### config.mk
export PLATFORM = sky130hd
export DESIGN_NAME = inst_fifo
export DESIGN_NICKNAME = d
export VERILOG_FILES = /design/src/rtl/inst_fifo.sv
export SDC_FILE = /design/constraint.sdc
export NUM_CORES = 2
export LEC_CHECK = 0
export BUFFER_PORTS_ARGS = -buffer_cell sky130_fd_sc_hd__buf_2
export CORE_MARGIN = 5
export CORE_UTILIZATION = 30
export CTS_CLUSTER_DIAMETER = 120
export DETAILED_ROUTE_END_ITERATION = 10
export PLACE_DENSITY = 0.45
export SLEW_MARGIN = 20
export SYNTH_ARGS = -nofsm -noshare
export SYNTH_HDL_FRONTEND = slang
export SYNTH_SLANG_ARGS = --single-unit
### constraint.sdc
create_clock -name clk -period 12.3 [get_ports clk]
set_input_delay 1.845 -clock clk [delete_from_list [all_inputs] [get_ports clk]]
set_output_delay 1.845 -clock clk [all_outputs]
set_load 0.01 [all_outputs]
### src/rtl/inst_fifo.sv
// ---------------------------------------------------------------------------
// inst_fifo
// Instruction buffer between fetch and decode in the dual-issue pipeline.
// Fetch pushes up to two {pc, inst} pairs per cycle. Decode pops up to two
// per cycle: master is the oldest entry and slave is the one after it.
// Outputs are combinational from registered state, so reads have zero latency.
// There is no write-to-read bypass.
//
// Optional build macro: INST_FIFO_PERF_EN adds the starve_cycles counter.
//
// Ports
//   clk, rst                  clock, synchronous active-high reset
//   flush                     discard all contents (branch taken / exception)
//   write_en1/2, write_pc1/2,
//   write_inst1/2             fetch push port; entry 2 needs write_en1
//   read_en1/2                decode pop port; slave pop needs read_en1
//   master_valid/pc/inst      entry at the read pointer (0 when invalid)
//   slave_valid/pc/inst       entry after the read pointer (0 when invalid)
//   empty, almost_empty, full occupancy flags (full means count >= DEPTH-1)
//   starve_cycles             (INST_FIFO_PERF_EN only) saturating count of
//                             cycles spent empty outside reset and flush
// ---------------------------------------------------------------------------
module inst_fifo #(
  parameter int DEPTH = 16,
  parameter int AW    = $clog2(DEPTH)
) (
  input  logic        clk,
  input  logic        rst,
  input  logic        flush,
  input  logic        write_en1,
  input  logic        write_en2,
  input  logic [31:0] write_pc1,
  input  logic [31:0] write_inst1,
  input  logic [31:0] write_pc2,
  input  logic [31:0] write_inst2,
  input  logic        read_en1,
  input  logic        read_en2,
  output logic        master_valid,
  output logic [31:0] master_pc,
  output logic [31:0] master_inst,
  output logic        slave_valid,
  output logic [31:0] slave_pc,
  output logic [31:0] slave_inst,
  output logic        empty,
  output logic        almost_empty,
  output logic        full
`ifdef INST_FIFO_PERF_EN
  ,
  output logic [31:0] starve_cycles
`endif
);

  localparam int CW = AW + 1;

  logic [63:0]   r_mem [DEPTH];
  logic [AW-1:0] r_wptr;
  logic [AW-1:0] r_rptr;
  logic [CW-1:0] r_count;

  logic          w_ge1;
  logic          w_ge2;
  logic          w_pop1;
  logic          w_pop2;
  logic          w_push1;
  logic          w_push2;
  logic [CW-1:0] w_pops;
  logic [CW-1:0] w_req;
  logic [CW-1:0] w_free;
  logic [CW-1:0] w_pushes;
  logic [AW-1:0] w_wptr1;
  logic [AW-1:0] w_rptr1;
  logic [63:0]   w_master;
  logic [63:0]   w_slave;

  assign w_ge1 = (r_count != '0);
  assign w_ge2 = (r_count >= CW'(2));

  // Pops are judged against the occupancy before this cycle's writes.
  assign w_pop1 = read_en1 & w_ge1;
  assign w_pop2 = read_en1 & read_en2 & w_ge2;
  assign w_pops = CW'(w_pop1) + CW'(w_pop2);

  // Slots freed by this cycle's pops are reusable in the same cycle.
  // Clamping to free space drops entry 2 before entry 1.
  assign w_req    = CW'(write_en1) + CW'(write_en1 & write_en2);
  assign w_free   = CW'(DEPTH) - r_count + w_pops;
  assign w_pushes = (w_req < w_free) ? w_req : w_free;
  assign w_push1  = (w_pushes != '0);
  assign w_push2  = (w_pushes == CW'(2));

  // Pointers are AW bits wide, so +1 wraps modulo DEPTH on its own.
  assign w_wptr1 = r_wptr + AW'(1);
  assign w_rptr1 = r_rptr + AW'(1);

  always_ff @(posedge clk) begin
    if (rst || flush) begin
      r_wptr  <= '0;
      r_rptr  <= '0;
      r_count <= '0;
    end else begin
      r_rptr  <= r_rptr + AW'(w_pops);
      r_wptr  <= r_wptr + AW'(w_pushes);
      r_count <= r_count - w_pops + w_pushes;
    end
  end

  // Storage has no reset. Stale contents are never visible because the
  // outputs are masked by the valid flags.
  always_ff @(posedge clk) begin
    if (!rst && !flush) begin
      if (w_push1) r_mem[r_wptr]  <= {write_pc1, write_inst1};
      if (w_push2) r_mem[w_wptr1] <= {write_pc2, write_inst2};
    end
  end

  assign w_master = r_mem[r_rptr];
  assign w_slave  = r_mem[w_rptr1];

  assign master_valid = w_ge1;
  assign master_pc    = w_ge1 ? w_master[63:32] : '0;
  assign master_inst  = w_ge1 ? w_master[31:0]  : '0;
  assign slave_valid  = w_ge2;
  assign slave_pc     = w_ge2 ? w_slave[63:32]  : '0;
  assign slave_inst   = w_ge2 ? w_slave[31:0]   : '0;

  assign empty        = ~w_ge1;
  assign almost_empty = ~w_ge2;
  assign full         = (r_count >= CW'(DEPTH - 1));

`ifdef INST_FIFO_PERF_EN
  logic [31:0] r_starve;

  // A flush is cleanup, not starvation, so flushed cycles are not counted.
  // The counter is cleared only by rst.
  always_ff @(posedge clk) begin
    if (rst) begin
      r_starve <= '0;
    end else if (empty && !flush && (r_starve != 32'hFFFF_FFFF)) begin
      r_starve <= r_starve + 32'd1;
    end
  end

  assign starve_cycles = r_starve;
`endif

endmodule

==> impl_metrics.py <==
metrics = {
    "status": {
        "status": "complete, no violations",
    },
    "final_layout": {
        "syn_to_final_growth_pct": 13.2,
        "instances_no_fill": 6400,
        "fin_area_mm2": 0.0690,
        "nets": 3776,
        "drive_gt1_share_pct": 57.8,
        "final_util_pct": 34.1,
        "fillers": 19400,
    },
    "grt": {
        "antenna_found_initial": 56,
        "first_global_vias": 38100,
        "track_usage_pct": 20.4,
        "grt_pass1_wl_um": 307000,
        "grt_max_degree": 145,
        "overflow": 0,
    },
    "clock_network": {
        "cts_tree": "yes",
        "cts-buffers-inserted": 136,
        "cts_resized": 0,
        "clock_path_buffers": 3,
        "postCtsSetupRepairBufs": 0,
        "htreeDepth": 4,
        "cts.sinks": 1037,
        "cts-root-buf": "clkbuf_16",
        "path_clk_slew_ns": 0.06,
        "clk_latency_ns": 0.78,
        "hold_buffers": 0,
    },
    "power": {
        "power.density_mw_per_mm2": 164,
        "vdd_drop_max_mv": 0.217,
        "p_leak_nw": 21.5,
    },
    "timing": {
        "min_period_ns": 7.63,
        "hold_viol_final": 0,
        "rsz0062_at_grt": "false",
        "worst_hold_slack_ns": 0.622,
        "worst-slew-pin-transition_ns": 1.14,
        "finClkSkew_ns": 0.0228,
        "fin_crit_sh_pct": 62.0,
        "final_max_slew_viol_count": 0,
        "relSlewSlack_pct": 23.7,
        "finalSetupTns_ns": 0,
        "setup_viol": 0,
        "fmax_ghz": 0.131,
    },
    "synth": {
        "yosysTopAreaCell": "edfxtp_1",
        "synth_top_flop_cell": "edfxtp_1",
        "yosysUniqueCellTypes": 48,
        "ys.warnings.count": 0,
        "ys_seq_area_share_pct": 50.9,
        "netlist_area_mm2": 0.0609,
        "synth.most_common_cell": "edfxtp_1",
        "ys_top_cells_by_count": "1024 x edfxtp_1, 998 x mux2_2, 576 x mux4_2",
        "syn_nets": 3699,
        "synth_top_area_share_pct": 50.5,
        "avgSynthCellArea_um2": 17.2,
        "synthCells": 3544,
        "synth_edf_count": 1024,
        "synth-async-reset-ratio_pct": 0,
        "synthTopCellsByArea": "edfxtp_1 50%, mux4_2 21%, mux2_2 18%",
        "ys_ff_latch": 1037,
    },
    "min_path": {
        "hp-class": "register to register",
    },
    "detailed_routing": {
        "wl_per_cell_um": 34.1,
        "vias": 36300,
        "drtIter0Drc": 3060,
        "vias_per_cell": 5.67,
        "drt_wl_total_um": 218000,
        "dr.pass1.iters": 5,
        "drc": 0,
        "ant_nets": 0,
    },
    "setup_path": {
        "crit_top_cell": "buf_4",
        "cp_cell_sequence": "buf_4, buf_4, buf_4, mux4_2, nor2b_1, a211oi_1, a211oi_1, buf_2",
        "cp.arrival_ns": 5.78,
        "worstSetupStartpointType": "register",
        "crit_fanout": 58,
        "critPathKind": "register to primary output",
        "cp.required_ns": 10.45,
        "critPathCaptureType": "primary output",
        "cp_num_buf_inv": 4,
        "slowest_stage": "buf_4",
        "slowest_delay_ns": 0.88,
        "crit_family": "buffers and inverters",
    },
    "place": {
        "routabilityCongestion": 0.754,
        "portBuffers": 267,
        "dp_hpwl_um": 123000,
        "dpl_cell_area_mm2": 0.0649,
        "place_inst": 6155,
    },
    "flow_run": {
        "maxCapViolations": 0,
    },
    "floorplan": {
        "core_mm2": 0.202,
        "dieArea_mm2": 0.212,
        "initial_core_util_pct": 30.2,
        "dieWidth_um": 461,
        "io_pins": 268,
        "die_height_um": 461,
        "rows": 165,
    },
}
==> flip-flops by register name (all words and copies together) (netlist names) <==
name and cells:
r_count 5, r_wptr 4, r_mem 1024, r_rptr 4
==> through the flow <==
| step | power (mW) | worst slack (ns) |
|---|---|---|
| floorplan | 6.20 | 2.98 |
| global placement | 7.71 | 5.12 |
| detailed placement | 7.71 | 5.18 |
| CTS | 11.5 | 4.52 |
| global route | 11.8 | 4.22 |
| finish | 11.3 | 4.67 |
==> worst min-delay path, cell delays in order (launching register included) <==
cell and delay (ns):
dfxtp_1 0.37, xor2_1 0.17, nor2_1 0.04
==> cell type report <==
class                   count  area, um^2  area share [%]
flip-flops and latches   1037       31000            45.0
well taps                2672        3340            4.85
clock buffers             180        3650            5.30
multi-input cells        2067       28400            41.1
repair buffers            362        2120            3.08
clock inverters            51         350           0.508
diodes                     14        35.0          0.0508
inverters                  17        66.3          0.0962
==> worst paths after layout <==
| check | from | end | slack, ns | depth (start not counted) |
|---|---|---|---|---|
| hold reg to reg | r_wptr[3]$_SDFF_PP0_ | r_wptr[3]$_SDFF_PP0_ | 0.62 | 2 |
| hold / removal | r_wptr[3]$_SDFF_PP0_ | r_wptr[3]$_SDFF_PP0_ | 0.62 | 2 |
| setup / recovery | r_rptr[0]$_SDFF_PP0_ | slave_pc[20] | 4.67 | 8 |
| setup reg to reg | r_count[2]$_SDFF_PP0_ | r_mem[1][34]$_DFFE_PP_ | 5.42 | 19 |
==> routing by layer <==
metal	global-route usage, %	share of wire (%)
met1	27.6	43
met3	3.22	5.3
met4	4.46	1.9
met2	34.5	49
met5	0	0.032
==> kinds of logic (layout without fill, tap and decap cells) <==
kind of cell,Yosys count,in the layout,synth area share (%)
muxes,1666,1666,41.3
DFF,1037,1037,50.9
other,1,15,0.00615
adders and majority gates,20,20,0.448
AOI/OAI and AO/OA,178,178,2.16
xor gates and xnor gates,15,15,0.216
buffers and inverters,440,610,3.21
and+or+nand+nor,187,187,1.78
==> where the power goes <==
part           leakage, nW  switching (mW)  total [mW]  internal [mW]
clock network         1.96            1.62        3.74           2.12
logic                 10.2            2.08        3.50           1.42
registers             9.33          0.0650        4.05           3.99
==> placed cells by master, fill, tap and decap left out, drive strengths merged, types with 3 or more instances in the layout <==
cell type,netlist,layout
mux2i,66,66
o211ai,7,7
clkbuf,234,180
buf,189,362
mux4,576,576
mux2,1024,1024
and2,71,71
o21bai,10,10
nand3,3,3
ha,17,17
o21ai,6,6
nor2b,68,68
xnor2,5,5
clkinv,0,40
xor2,10,10
dfxtp,13,13
nand2,17,17
nor2,16,16
diode,0,14
edfxtp,1024,1024
fa,3,3
a21oi,15,15
inv,17,26
a211oi,128,128
a21o,3,3
Power figures use the tool's default switching activity.
